<file path="src/rtl/uart_tx_fifo_if.sv">
// CPU/serializer-side bundle for the UART transmit FIFO.
// The master side is the MMIO writer together with the serializer; the slave side is the FIFO.
interface uart_tx_fifo_if #(
   parameter int DEPTH  = 16,
   parameter int DATA_W = 8
);
   localparam int CW = $clog2(DEPTH + 1);

   logic              wr_en;
   logic [DATA_W-1:0] wr_data;
   logic              clr_overflow;
   logic              full;
   logic              empty;
   logic [CW-1:0]     count;
   logic              overflow;
   logic              busy;
   logic              tx_start;
   logic [DATA_W-1:0] tx_data;
   logic              tx_busy;

   modport master (
      output wr_en, wr_data, clr_overflow, tx_busy,
      input  full, empty, count, overflow, busy, tx_start, tx_data
   );

   modport slave (
      input  wr_en, wr_data, clr_overflow, tx_busy,
      output full, empty, count, overflow, busy, tx_start, tx_data
   );
endinterface

</file>
<file path="src/rtl/uart_tx_fifo.sv">
// Byte FIFO between the UART MMIO write port and the uart_tx serializer.
// A drain FSM launches one byte at a time with a single-cycle tx_start pulse.
module uart_tx_fifo #(
   parameter int DEPTH      = 16,
   parameter int DATA_W     = 8,
   parameter int LAUNCH_TMO = 4
) (
   input logic          clk,
   input logic          rst,
   uart_tx_fifo_if.slave f
);
   localparam int AW = $clog2(DEPTH);
   localparam int CW = $clog2(DEPTH + 1);
   localparam int TW = $clog2(LAUNCH_TMO + 1);

   typedef enum logic [1:0] {
      IDLE   = 2'd0,
      LAUNCH = 2'd1,
      DRAIN  = 2'd2
   } state_t;

   state_t            state;
   state_t            state_nx;

   logic [DATA_W-1:0] mem [DEPTH];
   logic [AW-1:0]     wr_ptr;
   logic [AW-1:0]     rd_ptr;
   logic [CW-1:0]     cnt;
   logic [CW-1:0]     cnt_nx;
   logic              full_q;
   logic              empty_q;
   logic              ovf_q;
   logic              start_q;
   logic [DATA_W-1:0] data_q;
   logic [TW-1:0]     tmo;

   logic              wr_ok;
   logic              wr_rej;
   logic              pop;
   logic              tmo_inc;
   logic              tmo_last;

   // full is the registered flag, so a write is refused even when a pop
   // happens on the same edge.
   assign wr_ok    = f.wr_en & ~full_q;
   assign wr_rej   = f.wr_en & full_q;
   assign tmo_last = (tmo == TW'(LAUNCH_TMO - 1));

   always_ff @(posedge clk) begin
      if (rst) begin
         state <= IDLE;
      end else begin
         state <= state_nx;
      end
   end

   always_comb begin
      state_nx = state;
      unique case (state)
         IDLE: begin
            if (!empty_q && !f.tx_busy) begin
               state_nx = LAUNCH;
            end
         end
         LAUNCH: begin
            if (f.tx_busy) begin
               state_nx = DRAIN;
            end else if (tmo_last) begin
               state_nx = IDLE;
            end
         end
         DRAIN: begin
            if (!f.tx_busy) begin
               state_nx = IDLE;
            end
         end
         default: state_nx = IDLE;
      endcase
   end

   always_comb begin
      pop     = 1'b0;
      tmo_inc = 1'b0;
      unique case (1'b1)
         (state == IDLE):   pop     = (state_nx == LAUNCH);
         (state == LAUNCH): tmo_inc = (state_nx == LAUNCH);
         default: ;
      endcase
   end

   always_comb begin
      cnt_nx = cnt;
      unique case ({wr_ok, pop})
         2'b10:   cnt_nx = cnt + CW'(1);
         2'b01:   cnt_nx = cnt - CW'(1);
         default: cnt_nx = cnt;
      endcase
   end

   always_ff @(posedge clk) begin
      if (!rst && wr_ok) begin
         mem[wr_ptr] <= f.wr_data;
      end
   end

   always_ff @(posedge clk) begin
      if (rst) begin
         wr_ptr  <= '0;
         rd_ptr  <= '0;
         cnt     <= '0;
         full_q  <= 1'b0;
         empty_q <= 1'b1;
         ovf_q   <= 1'b0;
         start_q <= 1'b0;
         data_q  <= '0;
         tmo     <= '0;
      end else begin
         if (wr_ok) begin
            wr_ptr <= wr_ptr + AW'(1);
         end
         if (pop) begin
            rd_ptr <= rd_ptr + AW'(1);
            data_q <= mem[rd_ptr];
         end
         cnt     <= cnt_nx;
         full_q  <= (cnt_nx == CW'(DEPTH));
         empty_q <= (cnt_nx == '0);
         start_q <= pop;
         tmo     <= tmo_inc ? tmo + TW'(1) : '0;
         if (wr_rej) begin
            ovf_q <= 1'b1;
         end else if (f.clr_overflow) begin
            ovf_q <= 1'b0;
         end
      end
   end

   assign f.full     = full_q;
   assign f.empty    = empty_q;
   assign f.count    = cnt;
   assign f.overflow = ovf_q;
   assign f.tx_start = start_q;
   assign f.tx_data  = data_q;
   assign f.busy     = ~empty_q | (state != IDLE) | f.tx_busy;

endmodule

</file>
<file path="src/flat_wrapper.sv">
// flat-port wrapper written by rule: the top's interface ports become plain ports
module uart_tx_fifo_flat 
#(
   parameter int DEPTH      = 16,
   parameter int DATA_W     = 8,
   parameter int LAUNCH_TMO = 4
)
  (clk, rst, f_wr_en, f_wr_data, f_clr_overflow, f_tx_busy, f_full, f_empty, f_count, f_overflow, f_busy, f_tx_start, f_tx_data);
  uart_tx_fifo_if #(.DEPTH(DEPTH), .DATA_W(DATA_W)) f_i ();
  input logic clk;
  input logic rst;
  input wire logic [$bits(f_i.wr_en)-1:0] f_wr_en;
  input wire logic [$bits(f_i.wr_data)-1:0] f_wr_data;
  input wire logic [$bits(f_i.clr_overflow)-1:0] f_clr_overflow;
  input wire logic [$bits(f_i.tx_busy)-1:0] f_tx_busy;
  output wire logic [$bits(f_i.full)-1:0] f_full;
  output wire logic [$bits(f_i.empty)-1:0] f_empty;
  output wire logic [$bits(f_i.count)-1:0] f_count;
  output wire logic [$bits(f_i.overflow)-1:0] f_overflow;
  output wire logic [$bits(f_i.busy)-1:0] f_busy;
  output wire logic [$bits(f_i.tx_start)-1:0] f_tx_start;
  output wire logic [$bits(f_i.tx_data)-1:0] f_tx_data;
  assign f_i.wr_en = f_wr_en;
  assign f_i.wr_data = f_wr_data;
  assign f_i.clr_overflow = f_clr_overflow;
  assign f_i.tx_busy = f_tx_busy;
  assign f_full = f_i.full;
  assign f_empty = f_i.empty;
  assign f_count = f_i.count;
  assign f_overflow = f_i.overflow;
  assign f_busy = f_i.busy;
  assign f_tx_start = f_i.tx_start;
  assign f_tx_data = f_i.tx_data;
  uart_tx_fifo #(.DEPTH(DEPTH), .DATA_W(DATA_W), .LAUNCH_TMO(LAUNCH_TMO)) u_core (.clk(clk), .rst(rst), .f(f_i));
endmodule
</file>
<file path="config.mk">
export PLATFORM = sky130hd
export DESIGN_NAME = uart_tx_fifo_flat
export DESIGN_NICKNAME = d
export VERILOG_FILES = /design/src/rtl/uart_tx_fifo_if.sv /design/src/rtl/uart_tx_fifo.sv /design/src/flat_wrapper.sv
export SDC_FILE = /design/constraint.sdc
export NUM_CORES = 1
export LEC_CHECK = 0
export ABC_AREA = 1
export CORE_ASPECT_RATIO = 0.8
export CORE_MARGIN = 4
export CORE_UTILIZATION = 62
export CTS_BUF_LIST = sky130_fd_sc_hd__clkbuf_8
export DETAILED_ROUTE_END_ITERATION = 6
export PLACE_DENSITY = 0.81
export SETUP_SLACK_MARGIN = 0.4
export SLEW_MARGIN = 40
export SYNTH_ARGS = -nofsm -noshare
export SYNTH_HDL_FRONTEND = slang
export SYNTH_SLANG_ARGS = --single-unit
</file>
<file path="constraint.sdc">
create_clock -name clk -period 5.4 [get_ports clk]
set_input_delay 1.62 -clock clk [delete_from_list [all_inputs] [get_ports clk]]
set_output_delay 1.62 -clock clk [all_outputs]
set_load 0.05 [all_outputs]
</file>
* Word-level counts from Yosys, hierarchy flattened
Memory sizes are Yosys's and may differ from the RTL's. A register that Yosys moved wholly into a read port is not among the register bits. Cells that the tools add are included.
Word-level totals: register bits 22, bits of input ports 13, output and inout port bits 18, logic and storage cells 51, memory bits (writable) 128, memories 1
Cells by class: reduce and logical (&&, ||, !) cells 10, multiplexer cells 12, equality and inequality tests 7, bitwise operators 7, add/subtract/negate cells 5
Memories:
- u_core.mem | depth 16, bits a word 8, read ports 1, clocked after Yosys merged registers in 1, write ports 1, RTL line uart_tx_fifo.sv:25 | logic [DATA_W-1:0] mem [DEPTH];
Operators with widths (number):
- one-hot mux 5 bit (2 select lines) | 1
- adder 4 x 1 -> 4 bit, second input constant | 2
- two-way mux 2 bit | 4
- == test 2 x 1 -> 1 bit, second input constant | 3
- two-way mux 1 bit | 6
- one-hot mux 2 bit (3 select lines) | 1
- adder 5 x 1 -> 5 bit, second input constant | 1
- == test 5 bit, second input constant | 1
- zero test 5 bit | 1
- subtractor 5 x 1 -> 5 bit, second input constant | 1
- == test 2 bit, second input constant | 2
- nonzero test 2 bit | 2
- adder 3 x 1 -> 3 bit, second input constant | 1
- == test 3 x 2 -> 1 bit, second input constant | 1
- zero test 1 bit | 3
- NOT 1 bit | 3
- AND 1 bit | 2
- logical AND 1 bit | 2
- zero test 2 bit | 1
- OR 1 bit | 2
- OR reduction 2 bit | 1

* Logic depth before layout (Yosys ltp)
depth in word-level cells 9, mapped depth 14, depth with buffers taken out 13

* Worst setup path before layout
No wires, ideal clock.
path kind input to output, start point in f_tx_busy, end point out f_busy, path slack 1.665 ns, buffers on the path 0, data arrival time 2.115 ns, stages on the path 2, cells stage by stage inv_1 > nand3_1
On the way: word-level cells in the longest chain between the ends 1
Ends and longest elaborated chain:
- from (decl) | RTL line flat_wrapper.sv:15 | input wire logic [$bits(f_i.tx_busy)-1:0] f_tx_busy;
- OR 1 bit | RTL line uart_tx_fifo.sv:144 | assign f.busy = ~empty_q | (state != IDLE) | f.tx_busy;
- to (decl) | RTL line flat_wrapper.sv:20 | output wire logic [$bits(f_i.busy)-1:0] f_busy;
No other way between the ends.

* Worst setup path in the final report
Ends and elaborated chain as after synthesis.

==> results.txt <==
Via density: 5.50
Post-synth EDFFs: 128
Fin. Hold Viols: 0
fill count: 802
hold slack: 0.421 ns
Cell Count Post-Placement: 846
Setup TNS: 0 ns
Nets: 746
Remaining DRCs: 0
Pwr Total: 2.98 mW
Leak Pwr: 3.23 nW
CTS Buffer Depth: 2
worst path bufs/invs: 3
global-route wire length before repair: 22700 µm
core area: 0.0109 mm²
Root Driver: clkbuf_8
arrival time worst endpoint: 3.13 ns
Slew HR: 45.0%
share of synthesized registers carrying an async set or reset: 0%
Slew @ Worst Pin: 0.823 ns
Die H: 102 µm
Synth cell types: 26
Most used DFF post-synth: edfxtp_1
PortBufs: 30
initial antenna violation count: 0
area of the multi-input gates: 0.00190 mm²
Critical Path Sink Type: primary output
Clock Skews: 0.0109 ns
most used cell along the critical path: clkdlybuf4s50_1
hold_buf cts: 0
per-cell routed wire length: 16.8 µm
pin count of the biggest net entering global routing: 68
Synth area leaders: edfxtp_1, nand2_1, dfxtp_1
Hold Path Class: register to register
CP startpoint kind: input port
Starting Density: 63.4%
Synth area leader: edfxtp_1
share of layout cells above drive strength 1: 6.95%
Crit path required time: 3.78 ns
Slew Viols, Final: 0
syn_nets: 718
CTS clk-pin slew, worst paths: 0.08 ns
Final Util: 70.7%
Clock Sinks: 158
Layout area overhead: 11.4%
register area share after synthesis: 64.3%
DP Wirelength: 9210 µm
FP Rows: 34
Tcrit/Tclk final: 88.0%
max_cap viols: 0
DR iter-0 viols: 508
status: completed
vias in the first global route: 4517
setup violators final: 0
via count: 4833
GRT overflow: 0
CP max stage cell: clkdlybuf4s50_1
DRT Wirelength: 14700 µm
crit-path leading delay family: buffers and inverters
CTS tree: built
top-count cell post-synth: nand2_1
reg2reg setup slack: 2.77 ns
post-synth top area share: 55.6%
CTS buffer count: 17
clock latency on the worst-skew pair: 0.46 ns
CP peak stage delay: 0.82 ns
synth cell count leaders: nand2_1, edfxtp_1, nand3_1
Syn Area/Cell: 9.97 µm²
postcts setup bufs: 0
Yosys Warn Count: 0
antenna fix cells: 0
Syn Inst Count: 693
Crit Path Max Fanout: 3
# IOs: 31
Synth Cell Area: 0.00691 mm²
Total GRT Usage: 23.5%
die area: 0.0129 mm²
DRT Pass-1 Iters: 5
CP Cell Sequence: clkdlybuf4s50_1 -> inv_1 -> nand3_1 -> clkdlybuf4s50_1
min Tclk post-route: 4.75 ns
htree depth: 4
maximum vdd drop: 0.231 mV
Die Wd: 126 µm
Max Clock Freq: 210 MHz
Final Non-Filler Cells: 878
Final ANT Viol Nets: 0
register area: 0.00445 mm²
# resized after CTS: 0
Routability Congestion: 0.827
RSZ-0062 raised after global routing: false
CP Class: input port to primary output
#FFs+latches synth: 158
Pwr Density: 388 mW/mm²
[path summary, 6_finish.rpt]
path / startpoint / end / cells after the start
setup / recovery: f_tx_busy / f_busy / 4
setup reg to reg: u_core.state[1] / u_core.f.empty / 11
hold / removal: u_core.tmo[0] / u_core.tmo[0] / 1
hold reg to reg: u_core.tmo[0] / u_core.tmo[0] / 1
[through the flow]
step | cell area [µm²] | setup slack, ns
final | 7700 | 0.646
after CTS | 7690 | 0.634
after global placement | 7220 | 0.691
after global routing | 7700 | 0.605
after floorplan | 6910 | 1.66
after detailed placement | 7240 | 0.635
[sequential cells by signal, summed over array words and instances, names as in the netlist]
signal and flops:
u_core.f.full 1, u_core.wr_ptr 4, u_core.f.overflow 1, u_core.f.tx_start 1, u_core.rd_ptr 4, u_core.tmo 3, u_core.f.count 5, u_core.state 2
u_core.f.tx_data 8, u_core.f.empty 1, u_core.mem 128
[per-layer routing]
metal | global-route usage, % | vias up | wire length (µm)
met2 | 38.6 | 223 | 7070
li1 | - | 2311 | -
met3 | 6.84 | 34 | 1250
met4 | 10.5 | 0 | 351
met1 | 29.6 | 2265 | 6060
met5 | 0 | - | 0
[cells by family (layout without fill, tap and decap cells)]
kind of cell    after synthesis  in the layout  share of synthesized area (%)
compound gates               29             29                           2.39
xor+xnor                      3              3                          0.380
fa+ha+maj                    12             12                           2.28
buf+inv                     125            166                           8.44
flops                       158            158                           64.3
simple gates                366            366                           22.2
[cell usage in the layout, fill, tap and decap left out, types with 2 or more instances in the layout]
cell               n
nand2_1          232
xor2_1             2
clkinv_4           2
a21oi_1           13
inv_6              3
nor2_1            20
clkinv_2           2
nand3_1           97
ha_1              11
inv_2              2
bufinv_16          4
nor3_2             3
edfxtp_1         128
o21a_1             8
nor3_1             7
clkbuf_8          19
o21ai_0            6
o21ai_1            2
inv_4              2
nor2_2             4
buf_4              7
clkdlybuf4s50_1   30
dfxtp_1           29
inv_1             93
[power breakdown]
| part | internal [mW] | switching, mW | leakage, nW | total [mW] |
|---|---|---|---|---|
| clock network | 0.531 | 0.435 | 0.229 | 0.967 |
| logic | 0.188 | 0.442 | 1.60 | 0.630 |
| registers | 1.36 | 0.0290 | 1.40 | 1.39 |
[layout make-up]
type | count | share of cell area [%]
Inverter | 97 | 4.78
Clock buffer | 19 | 3.40
Multi-Input combinational cell | 410 | 24.7
Sequential cell | 158 | 57.8
Tap cell | 144 | 2.34
Timing Repair Buffer | 37 | 4.58
Clock inverter | 13 | 2.42
(Power assumes the default switching activity.)
